**src/rtl/multdiv_sequencer_if.sv**
```systemverilog
// Start/operand/result bundle between the execute-stage control and the
// multiply/divide sequencer.
interface multdiv_sequencer_if #(
    parameter int WIDTH = 32
);
    logic             ctrl_MULT;
    logic             ctrl_DIV;
    logic [WIDTH-1:0] data_operandA;
    logic [WIDTH-1:0] data_operandB;
    logic [WIDTH-1:0] data_result;
    logic             data_exception;
    logic             data_resultRDY;
    logic             busy;

    modport master (
        output ctrl_MULT, ctrl_DIV, data_operandA, data_operandB,
        input  data_result, data_exception, data_resultRDY, busy
    );

    modport slave (
        input  ctrl_MULT, ctrl_DIV, data_operandA, data_operandB,
        output data_result, data_exception, data_resultRDY, busy
    );
endinterface

```
**src/rtl/multdiv_sequencer.sv**
```systemverilog
// Multi-cycle signed multiply/divide sequencer: works on operand magnitudes
// (shift-add multiply, restoring divide), then restores the sign.
//
// state | meaning
// IDLE  | waiting for a start pulse, busy low
// MUL   | one shift-add step per cycle
// DIV   | one restoring-divide step per cycle
// FIX   | sign restore and overflow detection
// DONE  | ready pulse cycle, result registers updated
module multdiv_sequencer #(
    parameter int WIDTH = 32
) (
    input logic                 clock,
    input logic                 reset,
    multdiv_sequencer_if.slave  bus
);
    localparam int CW = $clog2(WIDTH);

    typedef enum logic [2:0] {IDLE, MUL, DIV, FIX, DONE} state_t;

    state_t           state;
    logic [CW-1:0]    cnt;
    logic [WIDTH-1:0] op_reg;     // multiplicand (MUL) or divisor (DIV)
    logic [WIDTH-1:0] acc_hi;     // product upper half / partial remainder
    logic [WIDTH-1:0] acc_lo;     // multiplier bits / quotient bits
    logic             sign;
    logic             is_div;

    logic [WIDTH-1:0]   abs_a;
    logic [WIDTH-1:0]   abs_b;
    logic [WIDTH:0]     mul_sum;
    logic [2*WIDTH-1:0] mul_next;
    logic [WIDTH:0]     div_shift;
    logic               div_ge;
    logic [WIDTH-1:0]   div_sub;
    logic [2*WIDTH-1:0] prod_mag;
    logic [2*WIDTH-1:0] prod_signed;
    logic [WIDTH-1:0]   quo_signed;
    logic               mul_ovf;
    logic               div_ovf;

    // -2^31 maps to 2^31, which still fits in the unsigned magnitude register
    assign abs_a = bus.data_operandA[WIDTH-1] ? (~bus.data_operandA + WIDTH'(1)) : bus.data_operandA;
    assign abs_b = bus.data_operandB[WIDTH-1] ? (~bus.data_operandB + WIDTH'(1)) : bus.data_operandB;

    assign mul_sum  = {1'b0, acc_hi} + (acc_lo[0] ? {1'b0, op_reg} : '0);
    assign mul_next = {mul_sum, acc_lo[WIDTH-1:1]};

    // remainder stays below the divisor, so the low WIDTH bits of the difference are exact
    assign div_shift = {acc_hi, acc_lo[WIDTH-1]};
    assign div_ge    = div_shift >= {1'b0, op_reg};
    assign div_sub   = div_shift[WIDTH-1:0] - op_reg;

    assign prod_mag    = {acc_hi, acc_lo};
    assign prod_signed = sign ? (~prod_mag + (2*WIDTH)'(1)) : prod_mag;
    assign quo_signed  = sign ? (~acc_lo + WIDTH'(1)) : acc_lo;
    assign mul_ovf     = !((&prod_signed[2*WIDTH-1:WIDTH-1]) || !(|prod_signed[2*WIDTH-1:WIDTH-1]));
    // only a positive quotient of 2^31 (i.e. -2^31 / -1) is unrepresentable
    assign div_ovf     = !sign && acc_lo[WIDTH-1];

    // Sequencer FSM with registered outputs; a start in any state restarts
    always_ff @(posedge clock) begin
        if (reset) begin
            state              <= IDLE;
            cnt                <= '0;
            op_reg             <= '0;
            acc_hi             <= '0;
            acc_lo             <= '0;
            sign               <= 1'b0;
            is_div             <= 1'b0;
            bus.data_result    <= '0;
            bus.data_exception <= 1'b0;
            bus.data_resultRDY <= 1'b0;
            bus.busy           <= 1'b0;
        end else begin
            bus.data_resultRDY <= 1'b0;
            if (bus.ctrl_MULT || bus.ctrl_DIV) begin
                sign     <= bus.data_operandA[WIDTH-1] ^ bus.data_operandB[WIDTH-1];
                cnt      <= '0;
                acc_hi   <= '0;
                bus.busy <= 1'b1;
                if (bus.ctrl_MULT) begin
                    is_div             <= 1'b0;
                    op_reg             <= abs_a;
                    acc_lo             <= abs_b;
                    bus.data_exception <= 1'b0;
                    state              <= MUL;
                end else if (bus.data_operandB == '0) begin
                    is_div             <= 1'b1;
                    op_reg             <= '0;
                    acc_lo             <= '0;
                    bus.data_result    <= '0;
                    bus.data_exception <= 1'b1;
                    bus.data_resultRDY <= 1'b1;
                    state              <= DONE;
                end else begin
                    is_div             <= 1'b1;
                    op_reg             <= abs_b;
                    acc_lo             <= abs_a;
                    bus.data_exception <= 1'b0;
                    state              <= DIV;
                end
            end else begin
                case (state)
                    IDLE: begin
                        bus.busy <= 1'b0;
                    end
                    MUL: begin
                        {acc_hi, acc_lo} <= mul_next;
                        cnt              <= cnt + CW'(1);
                        if (cnt == CW'(WIDTH - 1)) state <= FIX;
                    end
                    DIV: begin
                        acc_hi <= div_ge ? div_sub : div_shift[WIDTH-1:0];
                        acc_lo <= {acc_lo[WIDTH-2:0], div_ge};
                        cnt    <= cnt + CW'(1);
                        if (cnt == CW'(WIDTH - 1)) state <= FIX;
                    end
                    FIX: begin
                        bus.data_result    <= is_div ? quo_signed : prod_signed[WIDTH-1:0];
                        bus.data_exception <= is_div ? div_ovf : mul_ovf;
                        bus.data_resultRDY <= 1'b1;
                        state              <= DONE;
                    end
                    DONE: begin
                        bus.busy <= 1'b0;
                        state    <= IDLE;
                    end
                    default: begin
                        bus.busy <= 1'b0;
                        state    <= IDLE;
                    end
                endcase
            end
        end
    end
endmodule

```
**src/flat_wrapper.sv**
```systemverilog
// flat-port wrapper written by rule: the top's interface ports become plain ports
module multdiv_sequencer_flat 
#(
    parameter int WIDTH = 32
)
  (clock, reset, bus_ctrl_MULT, bus_ctrl_DIV, bus_data_operandA, bus_data_operandB, bus_data_result, bus_data_exception, bus_data_resultRDY, bus_busy);
  multdiv_sequencer_if #(.WIDTH(WIDTH)) bus_i ();
  input logic clock;
  input logic reset;
  input wire logic [$bits(bus_i.ctrl_MULT)-1:0] bus_ctrl_MULT;
  input wire logic [$bits(bus_i.ctrl_DIV)-1:0] bus_ctrl_DIV;
  input wire logic [$bits(bus_i.data_operandA)-1:0] bus_data_operandA;
  input wire logic [$bits(bus_i.data_operandB)-1:0] bus_data_operandB;
  output wire logic [$bits(bus_i.data_result)-1:0] bus_data_result;
  output wire logic [$bits(bus_i.data_exception)-1:0] bus_data_exception;
  output wire logic [$bits(bus_i.data_resultRDY)-1:0] bus_data_resultRDY;
  output wire logic [$bits(bus_i.busy)-1:0] bus_busy;
  assign bus_i.ctrl_MULT = bus_ctrl_MULT;
  assign bus_i.ctrl_DIV = bus_ctrl_DIV;
  assign bus_i.data_operandA = bus_data_operandA;
  assign bus_i.data_operandB = bus_data_operandB;
  assign bus_data_result = bus_i.data_result;
  assign bus_data_exception = bus_i.data_exception;
  assign bus_data_resultRDY = bus_i.data_resultRDY;
  assign bus_busy = bus_i.busy;
  multdiv_sequencer #(.WIDTH(WIDTH)) u_core (.clock(clock), .reset(reset), .bus(bus_i));
endmodule
```
**config.mk**
```make
export PLATFORM = sky130hd
export DESIGN_NAME = multdiv_sequencer_flat
export DESIGN_NICKNAME = d
export VERILOG_FILES = /design/src/rtl/multdiv_sequencer_if.sv /design/src/rtl/multdiv_sequencer.sv /design/src/flat_wrapper.sv
export SDC_FILE = /design/constraint.sdc
export NUM_CORES = 1
export LEC_CHECK = 0
export BUFFER_PORTS_ARGS = -buffer_cell sky130_fd_sc_hd__clkbuf_2
export CORE_MARGIN = 4
export CORE_UTILIZATION = 56
export DETAILED_ROUTE_END_ITERATION = 6
export GPL_ROUTABILITY_DRIVEN = 0
export GPL_TIMING_DRIVEN = 0
export PLACE_DENSITY = 0.78
export SLEW_MARGIN = 15
export SYNTH_ARGS = -nofsm -noshare
export SYNTH_HDL_FRONTEND = slang
export SYNTH_SLANG_ARGS = --single-unit
```
**constraint.sdc**
```tcl
create_clock -name clock -period 3.5 [get_ports clock]
set_input_delay 0.875 -clock clock [delete_from_list [all_inputs] [get_ports clock]]
set_output_delay 0.875 -clock clock [all_outputs]
set_load 0.05 [all_outputs]
```
# Word level (Yosys, flattened, before mapping)
# Cells that the tools add are included.
# Widths: inputs -> output; s select.
totals:
  ff_bits: 141
classes:
  addsub: 7
  magnitude_cmp: 1
  eq_ne: 9
  mux: 33
  bitwise: 5
  n_reduce_logical: 18
op_table:
  columns: ["cell", "count"]
  rows:
  - ["$mux 32", 15]
  - ["$pmux 32 s2", 2]
  - ["$add 32x1->32 const B", 3]
  - ["$not 32->32", 3]
  - ["$add 64x1->64 const B", 1]
  - ["$mux 64", 1]
  - ["$not 64->64", 1]
  - ["$add 32x33->33", 1]
  - ["$ge 33x32->1", 1]
  - ["$reduce_and 33->1", 1]
  - ["$reduce_or 33->1", 1]
  - ["$logic_not 32->1", 1]
  - ["$sub 32x32->32", 1]
  - ["$mux 3", 4]
  - ["$mux 1", 10]
  - ["$pmux 3 s3", 1]
  - ["$eq 3x2->1 const B", 2]
  - ["$add 5x1->5 const B", 1]
  - ["$eq 5x5->1 const B", 1]
  - ["$ne 2x1->1 const B", 2]
  - ["$ne 2x2->1 const B", 2]
  - ["$reduce_bool 2->1", 2]
  - ["$reduce_or 2->1", 2]
  - ["$eq 3x1->1 const B", 1]
  - ["10 further kinds", 13]

# Longest topological paths before layout
# Gate-level depths: netlist of run 1.
depth:
  ltp_word: 10
  ltp_mapped: 14
  mapped_depth_nobuf: 13

# Worst setup path before layout of run 1
# OpenSTA, ideal clock, no wires.
synth_path:
  kind: "in2reg"
  start: "input bus_data_operandA[0]"
  end: "register u_core.acc_lo[26]"
  setup_time_ns: 0.115
  t_arrival_ns: 3.543
  required_time_ns: 3.385
  setup_slack_ns: -0.158
  cell_stages: 11
  path_buffers: 0
  cell_sequence: "inv_1 ha_1 nand2_1 or4_1 or4_1 or3_1 or2_2 o41ai_1 xor2_1 o21ai_0 o21a_1"
synth_between:
  elab_chain_len: 6
synth_rtl:
  columns: ["item", "line", "rtl"]
  rows:
  - ["start: declaration", "flat_wrapper.sv:12", "input wire logic [$bits(bus_i.data_operandA)-1:0] bus_data_operandA;"]
  - ["$not 32->32", "multdiv_sequencer.sv:43", "assign abs_a = bus.data_operandA[WIDTH-1] ? (~bus.data_operandA + WIDTH'(1)) : bus.data_operandA;"]
  - ["$add 32x1->32", "multdiv_sequencer.sv:43", null]
  - ["$mux 32", "multdiv_sequencer.sv:43", null]
  - ["$mux 32", "multdiv_sequencer.sv:88", "end else if (bus.data_operandB == '0) begin"]
  - ["$mux 32", "multdiv_sequencer.sv:82", "if (bus.ctrl_MULT) begin"]
  - ["$mux 32", "multdiv_sequencer.sv:77", "if (bus.ctrl_MULT || bus.ctrl_DIV) begin"]
  - ["end signal: assignment", "multdiv_sequencer.sv:85", "acc_lo <= abs_b;"]
  - ["end signal: assignment", "multdiv_sequencer.sv:99", "acc_lo <= abs_a;"]
  - ["end signal: assignment", "multdiv_sequencer.sv:109", "{acc_hi, acc_lo} <= mul_next;"]
  - ["end: declaration", "multdiv_sequencer.sv:25", "logic [WIDTH-1:0] acc_lo;"]
# Every way passes these cells.
# A chain may end at the register's enable or synchronous reset.

# Worst setup path in the final report of run 1
layout_path:
  start: "register u_core.acc_hi[11]"
  end: "register u_core.bus.data_exception"
layout_between:
  elab_chain_len: 10
  word_cells_on_any_way: 11
  classes_between: "1 x add/sub; 4 x mux; 1 x bitwise; 5 x reduce/logical"
layout_rtl:
  columns: ["item", "line", "rtl"]
  rows:
  - ["start: declaration", "multdiv_sequencer.sv:24", "logic [WIDTH-1:0] acc_hi;"]
  - ["start signal: assignment", "multdiv_sequencer.sv:109", null]
  - ["start signal: assignment", "multdiv_sequencer.sv:114", "acc_hi <= div_ge ? div_sub : div_shift[WIDTH-1:0];"]
  - ["$not 64->64", "multdiv_sequencer.sv:55", "assign prod_signed = sign ? (~prod_mag + (2*WIDTH)'(1)) : prod_mag;"]
  - ["$add 64x1->64", "multdiv_sequencer.sv:55", null]
  - ["$mux 64 (*)", "multdiv_sequencer.sv:55", null]
  - ["$reduce_or 33->1", "multdiv_sequencer.sv:57", "assign mul_ovf = !((&prod_signed[2*WIDTH-1:WIDTH-1]) || !(|prod_signed[2*WIDTH-1:WIDTH-1]));"]
  - ["$logic_not 1->1", "multdiv_sequencer.sv:57", null]
  - ["$logic_or 1x1->1 (*)", "multdiv_sequencer.sv:57", null]
  - ["$logic_not 1->1 (*)", "multdiv_sequencer.sv:57", null]
  - ["$mux 1 (*)", "multdiv_sequencer.sv:121", "bus.data_exception <= is_div ? div_ovf : mul_ovf;"]
  - ["$mux 1 (*)", "multdiv_sequencer.sv:104", "case (state)"]
  - ["$mux 1 (*)", "multdiv_sequencer.sv:77", null]
  - ["end signal: assignment", "multdiv_sequencer.sv:121", null]
  - ["end: declaration", "multdiv_sequencer_if.sv:22", "output data_result, data_exception, data_resultRDY, busy"]
# Every way passes the cells marked *; elsewhere a longest branch is shown, timed or not. The select of a mux whose other input is x is not followed.

==> results.sh, run 1 <==
export IMPL_status="complete, but fails checks"
export IMPL_violations_in_the_final_reports="DRC"
export IMPL_drt_drc_violations_left=5
export IMPL_placed_area_sq_um=14100
export IMPL_clock_path_buffers=2
export IMPL_maxClockFrequency_mhz=286
export IMPL_maxCapViolCount=0
export IMPL_global_route_usage_total=0.372
export IMPL_regToRegSetupSlack_ns=0.002
export IMPL_tightest_slew_ns=1.03
export IMPL_fin_crit_ns=3.50
export IMPL_numCtsBuffers=17
export IMPL_period_share=0.999
export IMPL_post_route_cells_drive_above_1_share=0.157
export IMPL_total_switching_power_uw=2130
export IMPL_synth_net_count=1974
export IMPL_synthAdderAreaFrac=0.0687
export IMPL_holdCritPathClass="reg2reg"
export IMPL_post_layout_total_power_uw=5390
export IMPL_cts_root_buf="clkbuf_16"
export IMPL_power_per_cell_area_nw_per_um2=351
export IMPL_wirelength_met1_um=19600
export IMPL_timing_worst_setup_path_type="reg2reg"
export IMPL_detail_route_vias_per_cell=6.75
export IMPL_mappedNetlistArea_sq_um=13200
export IMPL_yosys_mux_area_fraction=0.0221
export IMPL_cpPeakStageDelay_ns=0.54
export IMPL_antenna_violating_nets_post_route=0
export IMPL_detailedPlacementHpwl_um=38800
export IMPL_final_setup_tns_ns=0
export IMPL_synth_compound_gate_area_share=0.284
export IMPL_tritoncts_num_sinks=141
export IMPL_design_portCount=103
export IMPL_p_int_uw=3260
export IMPL_grt_antenna_before_repair=0
export IMPL_end_kind="register"
export IMPL_synth_area_top_cells="dfxtp_1 21%, nor2_1 6.7%, ha_1 6.6%"
export IMPL_timing_final_setup_violations=0
export IMPL_timing_critical_path_cells="or4_1 -> clkbuf_1 -> nor4_4 -> nand2_1 -> o41ai_2 -> xor2_1 -> nor4b_1 -> nand3_1 -> nor4_2 -> nor3_1"
export IMPL_critical_path_arrival_ns=3.83
export IMPL_vias=15543
export IMPL_fp_dieH_um=161
export IMPL_worst_setup_path_start_kind="register"
export IMPL_synth_simple_gate_area_share=0.241
export IMPL_slew_headroom=0.312
export IMPL_postCtsHoldBufs=0
export IMPL_timing_critical_path_max_delay_family="simple AND/OR/NAND/NOR gates"
export IMPL_power_frac_clock=0.339
export IMPL_utilization=0.672
export IMPL_start_util=0.576
export IMPL_count_of_final_hold_check_violations=0
export IMPL_clock_tree_htree_level_count=4
export IMPL_met3_wirelength_um=7480
export IMPL_antenna_cells=0
export IMPL_worstPathMaxFanout=8
export IMPL_synth_edff_count=0
export IMPL_largest_net_degree_at_the_start_of_global_routing=17
export IMPL_power_share_combinational=0.328
export IMPL_post_synth_cell_area_avg_sq_um=7.17
export IMPL_post_route_cell_area_sq_um=15400
export IMPL_cp_buffers_inverters=1
export IMPL_final_net_count=2116
export IMPL_synth_top_cell_area_share=0.215
export IMPL_switching_share=0.395
export IMPL_placeableCoreArea_sq_um=22800
export IMPL_rsz0062_at_grt="yes"
export IMPL_seq_power_share=0.333
export IMPL_synthDominantAreaCellType="dfxtp_1"
export IMPL_design_die_area_sq_um=26000
export IMPL_maxSlewViolCount=0
export IMPL_ys_flop_type="dfxtp_1"
export IMPL_synth_top_cells_by_count="235 x nor2_1, 173 x nand2_1, 153 x a21oi_1"
export IMPL_worstPathRequired_ns=3.83
export IMPL_wl_per_cell_um=22.4
export IMPL_syn2layout_area_growth_pct=16.7
export IMPL_tritoncts="built"
export IMPL_dominant_combinational_cell_family_by_area_after_synthesis="compound AO/OA/AOI/OAI gates"
export IMPL_vdd_ir_drop_worst_v=0.000258
export IMPL_synth_seq_cells=141
export IMPL_clk_transition_reported_paths_ns=0.07
export IMPL_p_leak_uw=0.00607
export IMPL_fin_skew_ns=0.0164
export IMPL_met2_wirelength_um=21700
export IMPL_yosysMostFrequentCell="nor2_1"
export IMPL_number_of_violations_reported_at_the_end_of_detailed_routing_iteration_0=2558
export IMPL_synthCells=1835
export IMPL_clkLatencyLatePin_ns=0.45
export IMPL_drtPass1Iterations=7
export IMPL_wire_length_of_the_first_global_routing_pass_um=77400
export IMPL_std_cell_rows=55
export IMPL_async_s_r_ff_share_synth=0
export IMPL_place_port_buffers=100
export IMPL_grt_pass1_vias=14104
export IMPL_yosys_area_share_xor_xnor=0.111
export IMPL_yosysWarningCount=0
export IMPL_globalRouteOverflowTotal=0
export IMPL_die_width_um=161
export IMPL_critical_path_slowest_cell="or4_1"
export IMPL_topRoutingLayerUsed="met4"
export IMPL_synthDistinctLibCells=73
export IMPL_ys_seq_area_frac=0.215
export IMPL_drt_wl_total_um=51500
==> through the flow <==
stage                     worst slack (ns)  hold slack (ns)  cells
after floorplan                    -0.0504            0.441   1835
after global placement              -0.950            0.440   2248
after detailed placement            -0.956            0.452   2248
after CTS                          -0.0118            0.463   2292
after global routing                -0.105            0.483   2303
final                              0.00207            0.459   2303
==> worst min-delay path, cell delays in order, from the launching register on <==
cell and delay [ns]:
dfxtp_1 0.31, nand2_1 0.05, a21oi_1 0.05
==> power by group through the flow <==
| stage | Sequential (uW) | Clock, uW | Combinational (uW) |
|---|---|---|---|
| floorplan | 1770 | 0 | 1110 |
| global placement | 1800 | 0 | 1540 |
| detailed placement | 1800 | 0 | 1570 |
| CTS | 1770 | 1800 | 1630 |
| global route | 1800 | 1860 | 1870 |
| finish | 1800 | 1820 | 1770 |
==> worst paths after layout <==
path / startpoint / endpoint / cells past startpoint
setup / recovery: u_core.acc_hi[11]$_SDFFE_PP0P_ / u_core.bus.data_exception$_SDFFE_PP0P_ / 10
hold / removal: u_core.cnt[4]$_SDFFE_PP0P_ / u_core.cnt[4]$_SDFFE_PP0P_ / 2
setup reg to reg: u_core.acc_hi[11]$_SDFFE_PP0P_ / u_core.bus.data_exception$_SDFFE_PP0P_ / 10
hold reg to reg: u_core.cnt[4]$_SDFFE_PP0P_ / u_core.cnt[4]$_SDFFE_PP0P_ / 2
==> cell type report <==
cell class / instances / area, sq um
multi-input cells: 1497 / 10000
inverters: 68 / 260
clock buffers: 17 / 425
repair buffers: 132 / 741
plain buffers: 120 / 527
clock inverters: 15 / 143
flip-flops and latches: 141 / 2840
well taps: 313 / 392
fillers: 1974 / 7490
==> placed cells by master, fill, tap and decap left out, types with 64 or more instances in the layout <==
master	count
a21oi_1	151
clkbuf_1	92
clkbuf_2	105
dfxtp_1	131
ha_1	65
inv_1	64
nand2_1	171
nor2_1	232
nor3_1	81
o21ai_0	82
xnor2_1	73
xor2_1	91
==> layer usage <==
layer  global-route usage  vias up
met1                0.495     7064
met4                0.163        0
met5                    0        -
met2                0.564     1244
met3                0.103      247
li1                     -     6988
==> cells by family (layout without fill, tap and decap cells) <==
logic type,count (synthesis),count (layout)
AO/OA/AOI/OAI,557,557
XOR/XNOR,167,167
adder cells (fa/ha/maj),71,71
buffers and inverters,197,352
flip-flops,141,141
multiplexers,27,27
AND/OR/NAND/NOR,675,675
==> repair_timing <==
item,in CTS,in global routing
pin swaps,11,32
setup buffers,12,20
endpoints found under the setup margin,103,86
gates resized for setup,51,97
Power figures use the tool's default switching activity.
==> run 2, diff against run 1 <==
- PLACE_DENSITY: 0.78 -> 0.75
==> run 2 against run 1 <==
  * Critical endpoint is now u_core.acc_hi[7]$_SDFFE_PP0P_
  * Core utilization is 0.49 points higher
  * Critical path type unchanged
  * Clock power is essentially flat
  * Wire length up 0.68%
  * Largest cell class unchanged
  * Design area is 0.73% higher
  * The run ends with DRC, setup timing left
  * Total power shrank 0.38%
==> results.sh, run 2 (synthesis results as in run 1) <==
export IMPL_status="complete, but fails checks"
export IMPL_violations_in_the_final_reports="DRC, setup timing"
export IMPL_tritoncts_num_sinks=141
export IMPL_holdCritPathClass="reg2reg"
export IMPL_clkLatencyLatePin_ns=0.44
export IMPL_antenna_cells=0
export IMPL_timing_worst_setup_path_type="reg2reg"
export IMPL_filler_cell_count=2010
export IMPL_detail_route_vias_per_cell=6.70
export IMPL_regToRegSetupSlack_ns=-0.005
export IMPL_power_per_cell_area_nw_per_um2=347
export IMPL_dp_cells=2248
export IMPL_fin_skew_ns=0.0127
export IMPL_vias=15465
export IMPL_final_hold_worst_slack_ns=0.466
export IMPL_fin_crit_ns=3.51
export IMPL_layout_common_cells="233 x nor2_1, 170 x nand2_1, 147 x a21oi_1"
export IMPL_vdd_ir_drop_worst_v=0.000328
export IMPL_maxCapViolCount=0
export IMPL_critical_path_startpoint="u_core.op_reg[8]$_SDFFE_PP0N_"
export IMPL_wire_length_of_the_first_global_routing_pass_um=77400
export IMPL_worstPathMaxFanout=10
export IMPL_critical_path_reg2reg_startpoint="u_core.op_reg[8]$_SDFFE_PP0N_"
export IMPL_timing_final_setup_violations=1
export IMPL_largest_net_degree_at_the_start_of_global_routing=17
export IMPL_design_die_area_sq_um=26000
export IMPL_utilization=0.677
export IMPL_fp_dieH_um=161
export IMPL_clk_transition_reported_paths_ns=0.07
export IMPL_syn2layout_area_growth_pct=17.6
export IMPL_final_common_cell="nor2_1"
export IMPL_design_portCount=103
export IMPL_global_route_usage_total=0.373
export IMPL_grt_pass1_vias=14037
export IMPL_worstPathRequired_ns=3.77
export IMPL_maxClockFrequency_mhz=285
export IMPL_die_width_um=161
export IMPL_setup_ws_final_ns=-0.00512
export IMPL_tightest_slew_ns=1.04
export IMPL_std_cell_rows=55
export IMPL_post_layout_total_power_uw=5370
export IMPL_rsz0062_at_grt="yes"
export IMPL_slew_headroom=0.305
export IMPL_period_share=1.00
export IMPL_maxSlewViolCount=0
export IMPL_place_worst_setup_slack_ns=-1.15
export IMPL_multi_input_comb_area_sq_um=10100
export IMPL_drt_drc_violations_left=32
export IMPL_critical_path_arrival_ns=3.78
export IMPL_post_route_cells_drive_above_1_share=0.161
export IMPL_clock_path_buffers=2
export IMPL_layoutNonFillerInstCount=2309
export IMPL_globalRouteOverflowTotal=0
export IMPL_hold_path_startpoint="u_core.bus.data_result[22]$_SDFFE_PP0P_"
export IMPL_wl_per_cell_um=22.5
export IMPL_grt_antenna_before_repair=0
export IMPL_numCtsBuffers=17
export IMPL_seq_area_sq_um=2840
export IMPL_worst_setup_path_start_kind="register"
export IMPL_tritoncts="built"
export IMPL_end_kind="register"
export IMPL_p_leak_uw=0.00608
export IMPL_detailedPlacementHpwl_um=39200
export IMPL_antenna_violating_nets_post_route=0
export IMPL_start_util=0.576
export IMPL_cts_root_buf="clkbuf_16"
export IMPL_count_of_final_hold_check_violations=0
export IMPL_drt_wl_total_um=51900
export IMPL_place_port_buffers=100
export IMPL_placeableCoreArea_sq_um=22800
export IMPL_final_net_count=2122
export IMPL_clock_tree_htree_level_count=4
export IMPL_number_of_violations_reported_at_the_end_of_detailed_routing_iteration_0=2207
export IMPL_postCtsHoldBufs=0
export IMPL_drtPass1Iterations=7
-- run 2: worst max-delay path, cell delays in order, from the launching register on --
cell	delay, ns
dfxtp_1	0.42
inv_1	0.10
ha_1	0.36
nand4_1	0.26
nor2_4	0.10
a211oi_2	0.39
a211oi_2	0.18
o21bai_2	0.25
a21oi_4	0.11
o21ai_4	0.23
clkbuf_8	0.24
mux2_2	0.34
a211oi_1	0.25
nor3_1	0.11
-- run 2: worst paths after layout --
check                                                               end  cells past startpoint
worst max-delay path                      u_core.acc_hi[7]$_SDFFE_PP0P_                     13
worst min-delay path            u_core.bus.data_result[22]$_SDFFE_PP0P_                      2
worst max register to register            u_core.acc_hi[7]$_SDFFE_PP0P_                     13
worst min register to register  u_core.bus.data_result[22]$_SDFFE_PP0P_                      2
-- run 2: what timing repair did --
| item | in CTS | in global routing |
|---|---|---|
| pin swaps | 11 | 31 |
| endpoints found under the setup margin | 114 | 86 |
| setup buffers | 18 | 17 |
| gates resized for setup | 59 | 97 |
-- run 2: area by class of cell --
| cell class | count | area share |
|---|---|---|
| inverters | 68 | 0.0168 |
| well taps | 313 | 0.0253 |
| clock inverters | 14 | 0.00833 |
| multi-input cells | 1497 | 0.653 |
| repair buffers | 135 | 0.0494 |
| clock buffers | 18 | 0.0278 |
| flip-flops and latches | 141 | 0.183 |
| plain buffers | 123 | 0.0355 |
-- run 2: routing by layer --
layer  routed length (um)  share of wire  up-vias  GRT usage
met4                 2880          0.056        0      0.165
met5                    0              0        -          0
met3                 7410           0.14      229      0.110
met2                21000           0.40     1148      0.538
li1                     -              -     7009          -
met1                20600           0.40     7079      0.516
-- run 2: through the flow --
step	TNS, ns	cell area [sq um]
final	-0.00512	15500
after global routing	-0.305	15500
after CTS	-0.00270	15000
after detailed placement	-100.00	14100
after global placement	-90.16	14100
after floorplan	-0.0504	13200
-- run 2: power breakdown --
group | switching [uW] | internal (uW) | total, uW | leakage [uW]
Combinational | 1140 | 649 | 1790 | 0.00466
Sequential | 108 | 1680 | 1790 | 0.00116
Clock | 852 | 936 | 1790 | 0.000263
Total | 2100 | 3270 | 5370 | 0.00608
